===== config.mk =====
export PLATFORM = sky130hd
export DESIGN_NAME = uart_tx_scheduler
export DESIGN_NICKNAME = d
export VERILOG_FILES = /design/src/rtl/uart_tx_scheduler.sv
export SDC_FILE = /design/constraint.sdc
export NUM_CORES = 1
export LEC_CHECK = 0
export CORE_AREA = 2 2 82 84
export CTS_BUF_LIST = sky130_fd_sc_hd__clkbuf_8
export DETAILED_ROUTE_END_ITERATION = 8
export DIE_AREA = 0 0 84 86
export GPL_ROUTABILITY_DRIVEN = 0
export MAX_ROUTING_LAYER = met4
export PLACE_DENSITY = 0.68
export SYNTH_ARGS = -nofsm -noshare
export SYNTH_HDL_FRONTEND = slang
export SYNTH_SLANG_ARGS = --single-unit

===== constraint.sdc =====
create_clock -name clk -period 2.8 [get_ports clk]
set_input_delay 0.56 -clock clk [delete_from_list [all_inputs] [get_ports clk]]
set_output_delay 0.56 -clock clk [all_outputs]
set_load 0.05 [all_outputs]

===== src/rtl/uart_tx_scheduler.sv =====
// Round-robin scheduler that merges several byte-stream requesters onto one UART
// transmitter. Each grant is a bounded burst, and every burst is followed by an idle gap.
//
// state | meaning
// ------+------------------------------------------------------------
// IDLE  | arbitrate among valid requesters; no byte accepted
// XFER  | forward the grantee's bytes to the UART until the burst ends
// GAP   | hold off GAP_CYCLES clocks; new requests are ignored
module uart_tx_scheduler #(
   parameter int NUM_REQ    = 4,
   parameter int MAX_BURST  = 16,
   parameter int GAP_CYCLES = 32
) (
   input  logic                       clk,
   input  logic                       reset,
   input  logic [NUM_REQ-1:0]         req_valid,
   input  logic [8*NUM_REQ-1:0]       req_data,
   input  logic [NUM_REQ-1:0]         req_last,
   input  logic [NUM_REQ-1:0]         req_parity,
   output logic [NUM_REQ-1:0]         req_ready,
   output logic                       uart_tx_valid,
   output logic [7:0]                 uart_tx_data,
   input  logic                       uart_tx_ready,
   output logic                       uart_parity_en,
   output logic [$clog2(NUM_REQ)-1:0] grant_id,
   output logic                       active
);

   localparam int GW = $clog2(NUM_REQ);
   localparam logic [7:0] BURST_LIM  = 8'(MAX_BURST);
   localparam logic [7:0] STALL_LOAD = 8'(GAP_CYCLES - 1);
   localparam logic [7:0] GAP_LOAD   = 8'(GAP_CYCLES - 1);

   typedef enum logic [1:0] {
      IDLE = 2'd0,
      XFER = 2'd1,
      GAP  = 2'd2
   } state_t;

   state_t        state;
   logic [GW-1:0] last_grant;
   logic [7:0]    burst_cnt;
   logic [7:0]    stall_cnt;
   logic [7:0]    gap_cnt;

   logic [GW-1:0] winner;
   logic [GW-1:0] cand;
   logic          any_valid;
   logic          grantee_valid;
   logic          xfer;
   logic          burst_done;

   // Search starts just past the previous grantee and wraps around.
   always_comb begin
      winner    = '0;
      cand      = '0;
      any_valid = 1'b0;
      for (int i = 1; i <= NUM_REQ; i++) begin
         cand = GW'((int'(last_grant) + i) % NUM_REQ);
         if (!any_valid && req_valid[cand]) begin
            any_valid = 1'b1;
            winner    = cand;
         end
      end
   end

   assign grantee_valid = req_valid[grant_id];
   assign xfer          = (state == XFER) && grantee_valid && uart_tx_ready;

   // Stall timeout fires only on a clock where the grantee is not valid, so it never
   // coincides with a transfer.
   assign burst_done = (state == XFER) &&
                       ((xfer && (req_last[grant_id] || (burst_cnt + 8'd1 == BURST_LIM))) ||
                        (!grantee_valid && (stall_cnt == 8'd0)));

   assign uart_tx_valid = !reset && (state == XFER) && grantee_valid;
   assign uart_tx_data  = req_data[{grant_id, 3'b000} +: 8];

   always_comb begin
      req_ready = '0;
      if (!reset && (state == XFER))
         req_ready[grant_id] = uart_tx_ready;
   end

   always_ff @(posedge clk) begin
      if (reset) begin
         state          <= IDLE;
         grant_id       <= '0;
         last_grant     <= GW'(NUM_REQ - 1);
         burst_cnt      <= 8'd0;
         stall_cnt      <= 8'd0;
         gap_cnt        <= 8'd0;
         uart_parity_en <= 1'b0;
         active         <= 1'b0;
      end else begin
         unique case (state)
            IDLE: begin
               if (any_valid) begin
                  grant_id       <= winner;
                  uart_parity_en <= req_parity[winner];
                  burst_cnt      <= 8'd0;
                  stall_cnt      <= STALL_LOAD;
                  active         <= 1'b1;
                  state          <= XFER;
               end
            end
            XFER: begin
               if (xfer)
                  burst_cnt <= burst_cnt + 8'd1;
               if (grantee_valid)
                  stall_cnt <= STALL_LOAD;
               else if (stall_cnt != 8'd0)
                  stall_cnt <= stall_cnt - 8'd1;
               if (burst_done) begin
                  last_grant <= grant_id;
                  gap_cnt    <= GAP_LOAD;
                  active     <= 1'b0;
                  state      <= GAP;
               end
            end
            GAP: begin
               if (gap_cnt == 8'd0)
                  state <= IDLE;
               else
                  gap_cnt <= gap_cnt - 8'd1;
            end
            default: state <= IDLE;
         endcase
      end
   end

endmodule

==> metrics.cfg <==
[outcome]
outcome = completed

[placed_design]
hpwl_um = 4325
portBuffers = 63
dp_slack_ns = 0.1245
place_inst = 381

[yosys]
netlist_area_um2 = 2082
yosysWarnings = 0
synthCells = 239
synthXorXnorAreaFrac = 0.02103
ys_ff_latch = 32
synthSimpleGateAreaFrac = 0.3005
synth_top_family_by_area = simple AND/OR/NAND/NOR gates
synth.most_common_cell = dfxtp_1
synth_edf_count = 0
synthMuxAreaShare = 0.1322
synth_seq_area_share = 0.3077
synthTopCellsByCount = 32 x dfxtp_1, 31 x nor2_1, 20 x nand2_1
synth.distinct_cells = 51
async_flop_share = 0
syn-num-nets = 291
netlist.area_leader.share = 0.3077
synth_compound_area_frac = 0.1767
yosys.area_share.adder = 0.03005
synth_top_area_cell = dfxtp_1
avgSynthCellArea_um2 = 8.711
synth.area.top_cells = dfxtp_1 31%, mux4_2 11%, nor2_1 5.6%
synthFlopType = dfxtp_1

[detailed_routing]
firstDrtPassIters = 4
vias = 2095
vias_per_cell = 5.386
top_layer_used = met4
wirelength_um = 5445
wl_met1_um = 2534
wl_met3_um = 142
wire_per_inst_um = 14.00
drtAntennaViolNets = 0
drc = 0
dr.first_iter.drc_count = 89
wl_met2_um = 2695

[pwr]
p_seq_frac = 0.361
vdd_drop_max_mv = 0.3697
power_frac_clock = 0.304
comb_power_share = 0.335
finalPower_w = 0.001429
p_sw_w = 0.0004682
switching_share = 0.3276
power.internal_w = 0.0009611
power_density_nw_per_um2 = 485.9
power.leakage_nw = 1.090

[worst_setup_path]
rr_endpoint = active
ff2ff_setup_slack_ns = 0.61
crit_type = input pin to output port
r2r_cells = 5
critPathRequiredTime_ns = 2.24
slowest_stage = clkdlybuf4s50_1
crit_fanout = 7
path_cells = clkdlybuf4s50_1 > mux4_2 > inv_1 > nor3_2 > buf_12
crit_buf_inv = 3
cpPeakStageDelay_ns = 0.51
crit_path_start_kind = input pin
r2r-start = grant_id[0]
critPathArrivalTime_ns = 2.01
crit_family = buffers and inverters
critPathCaptureType = output port

[worst_hold_path]
min_to = active
hold_path.class = flop to flop
whs_path_depth = 1
worstHoldStart = active

[cells_and_area]
n_antenna_cell = 0
fin_cells = 389
fillerInstances = 610
final_util = 0.4686
drive_gt1_frac = 0.1699
nets = 363
area_growth_pct = 41.29

[clock_tree]
cts_setup_buffers = 0
cts_buffer_depth = 2
clock-sinks = 32
cts.repair.resized = 0
clk_pin_slew_worst_paths_ns = 0.07
cts_hold_repair.buffers = 0
root_buffer = clkbuf_8
cts_htree_levels = 2
clk_latency_ns = 0.29
cts_tree = built
cts_buffers = 5

[timing]
fin_crit_sh = 0.9179
max_slew_margin = 0.3947
rsz0062_at_grt = false
tightest_slew_ns = 0.9037
finClkSkew_ns = 0.009211
hold_violations = 0
fmax_mhz = 389.1
fin_ws_ns = 0.2297
drv_slew = 0
finalSetupTns_ns = 0
finalSetupViolations = 0
post-route-min-period_ns = 2.570

[run]
maxCapViolations = 0

[die]
die_w_um = 84
core-area_um2 = 6277
start_util = 0.3317
num_rows = 29
ioPinCount = 64
dieArea_um2 = 7224
die_y_um = 86

[grt]
grt_pass1_vias = 2021
grt_max_degree = 28
grt_overflow = 0
grt_pass1_wl_um = 9149
track_usage = 0.1575
grt_antenna_before_repair = 0

-- cells by family (layout without fill, tap and decap cells) --
group                    Yosys count  in the layout
AND/OR/NAND/NOR                  114            114
AO/OA/AOI/OAI                     53             53
flip-flops                        32             32
multiplexers                      15             15
buffers and inverters             15             88
adder cells (fa/ha/maj)            5              5
XOR/XNOR                           5              5
-- stage by stage --
| stage | hold slack (ns) | cell area [µm²] |
|---|---|---|
| 2_1_floorplan | 0.4679 | 2092 |
| 3_3_place_gp | 0.4674 | 2834 |
| 3_5_place_dp | 0.4694 | 2834 |
| 4_1_cts | 0.4914 | 2942 |
| 5_1_grt | 0.5022 | 2942 |
| 6_report | 0.4920 | 2942 |
-- placed cells by master, fill, tap and decap left out, drive strengths merged, types with 2 or more instances in the layout --
| master | n |
|---|---|
| mux2i | 5 |
| and2 | 2 |
| o221ai | 2 |
| nand2 | 20 |
| nor2b | 4 |
| buf | 23 |
| nand2b | 7 |
| ha | 5 |
| clkinv | 2 |
| and3 | 5 |
| nor2 | 32 |
| nor3b | 3 |
| a21oi | 16 |
| clkbuf | 5 |
| xnor2 | 5 |
| a31oi | 11 |
| a311oi | 8 |
| or4 | 3 |
| nand3 | 12 |
| o21ai | 6 |
| inv | 7 |
| clkdlybuf4s50 | 50 |
| mux4 | 10 |
| nor3 | 8 |
| nor4 | 6 |
| or3 | 5 |
| dfxtp | 32 |
-- metal layers --
metal | GRT usage | up-vias
met5 | - | -
met4 | 0.04106 | 0
met3 | 0.03176 | 7
li1 | - | 1048
met2 | 0.2567 | 24
met1 | 0.2011 | 1016
-- power by group through the flow --
| stage | clock [W] | sequential (W) | combinational [W] |
|---|---|---|---|
| after floorplan | 0 | 0.000540 | 0.000296 |
| final | 0.000435 | 0.000516 | 0.000478 |
| after detailed placement | 0 | 0.000527 | 0.000479 |
| after global routing | 0.000463 | 0.000522 | 0.000513 |
| after CTS | 0.000445 | 0.000517 | 0.000481 |
| after global placement | 0 | 0.000527 | 0.000475 |
-- final cells by class --
class | instances | area, µm² | share of cell area
Multi-Input combinational cell | 192 | 1385 | 0.4709
Timing Repair Buffer | 73 | 685.7 | 0.2331
Sequential cell | 32 | 640.6 | 0.2178
Tap cell | 77 | 96.34 | 0.03275
Clock buffer | 5 | 68.82 | 0.02339
Clock inverter | 3 | 38.79 | 0.01319
Inverter | 7 | 26.28 | 0.008932
-- state kept, by name, indices dropped and copies added, names as in the netlist --
signal,flops
state,2
active,1
uart_parity_en,1
last_grant,2
gap_cnt,8
stall_cnt,8
grant_id,2
burst_cnt,8
-- worst max path at each step --
stage,startpoint,endpoint,depth (start not counted)
2_1_floorplan,grant_id[0],req_ready[0],3
3_3_place_gp,req_valid[0],active,6
3_5_place_dp,req_valid[0],active,6
4_1_cts,req_valid[0],uart_tx_valid,5
5_1_grt,grant_id[0],uart_tx_valid,4
6_report,req_valid[0],uart_tx_valid,5
(Power assumes the default switching activity.)
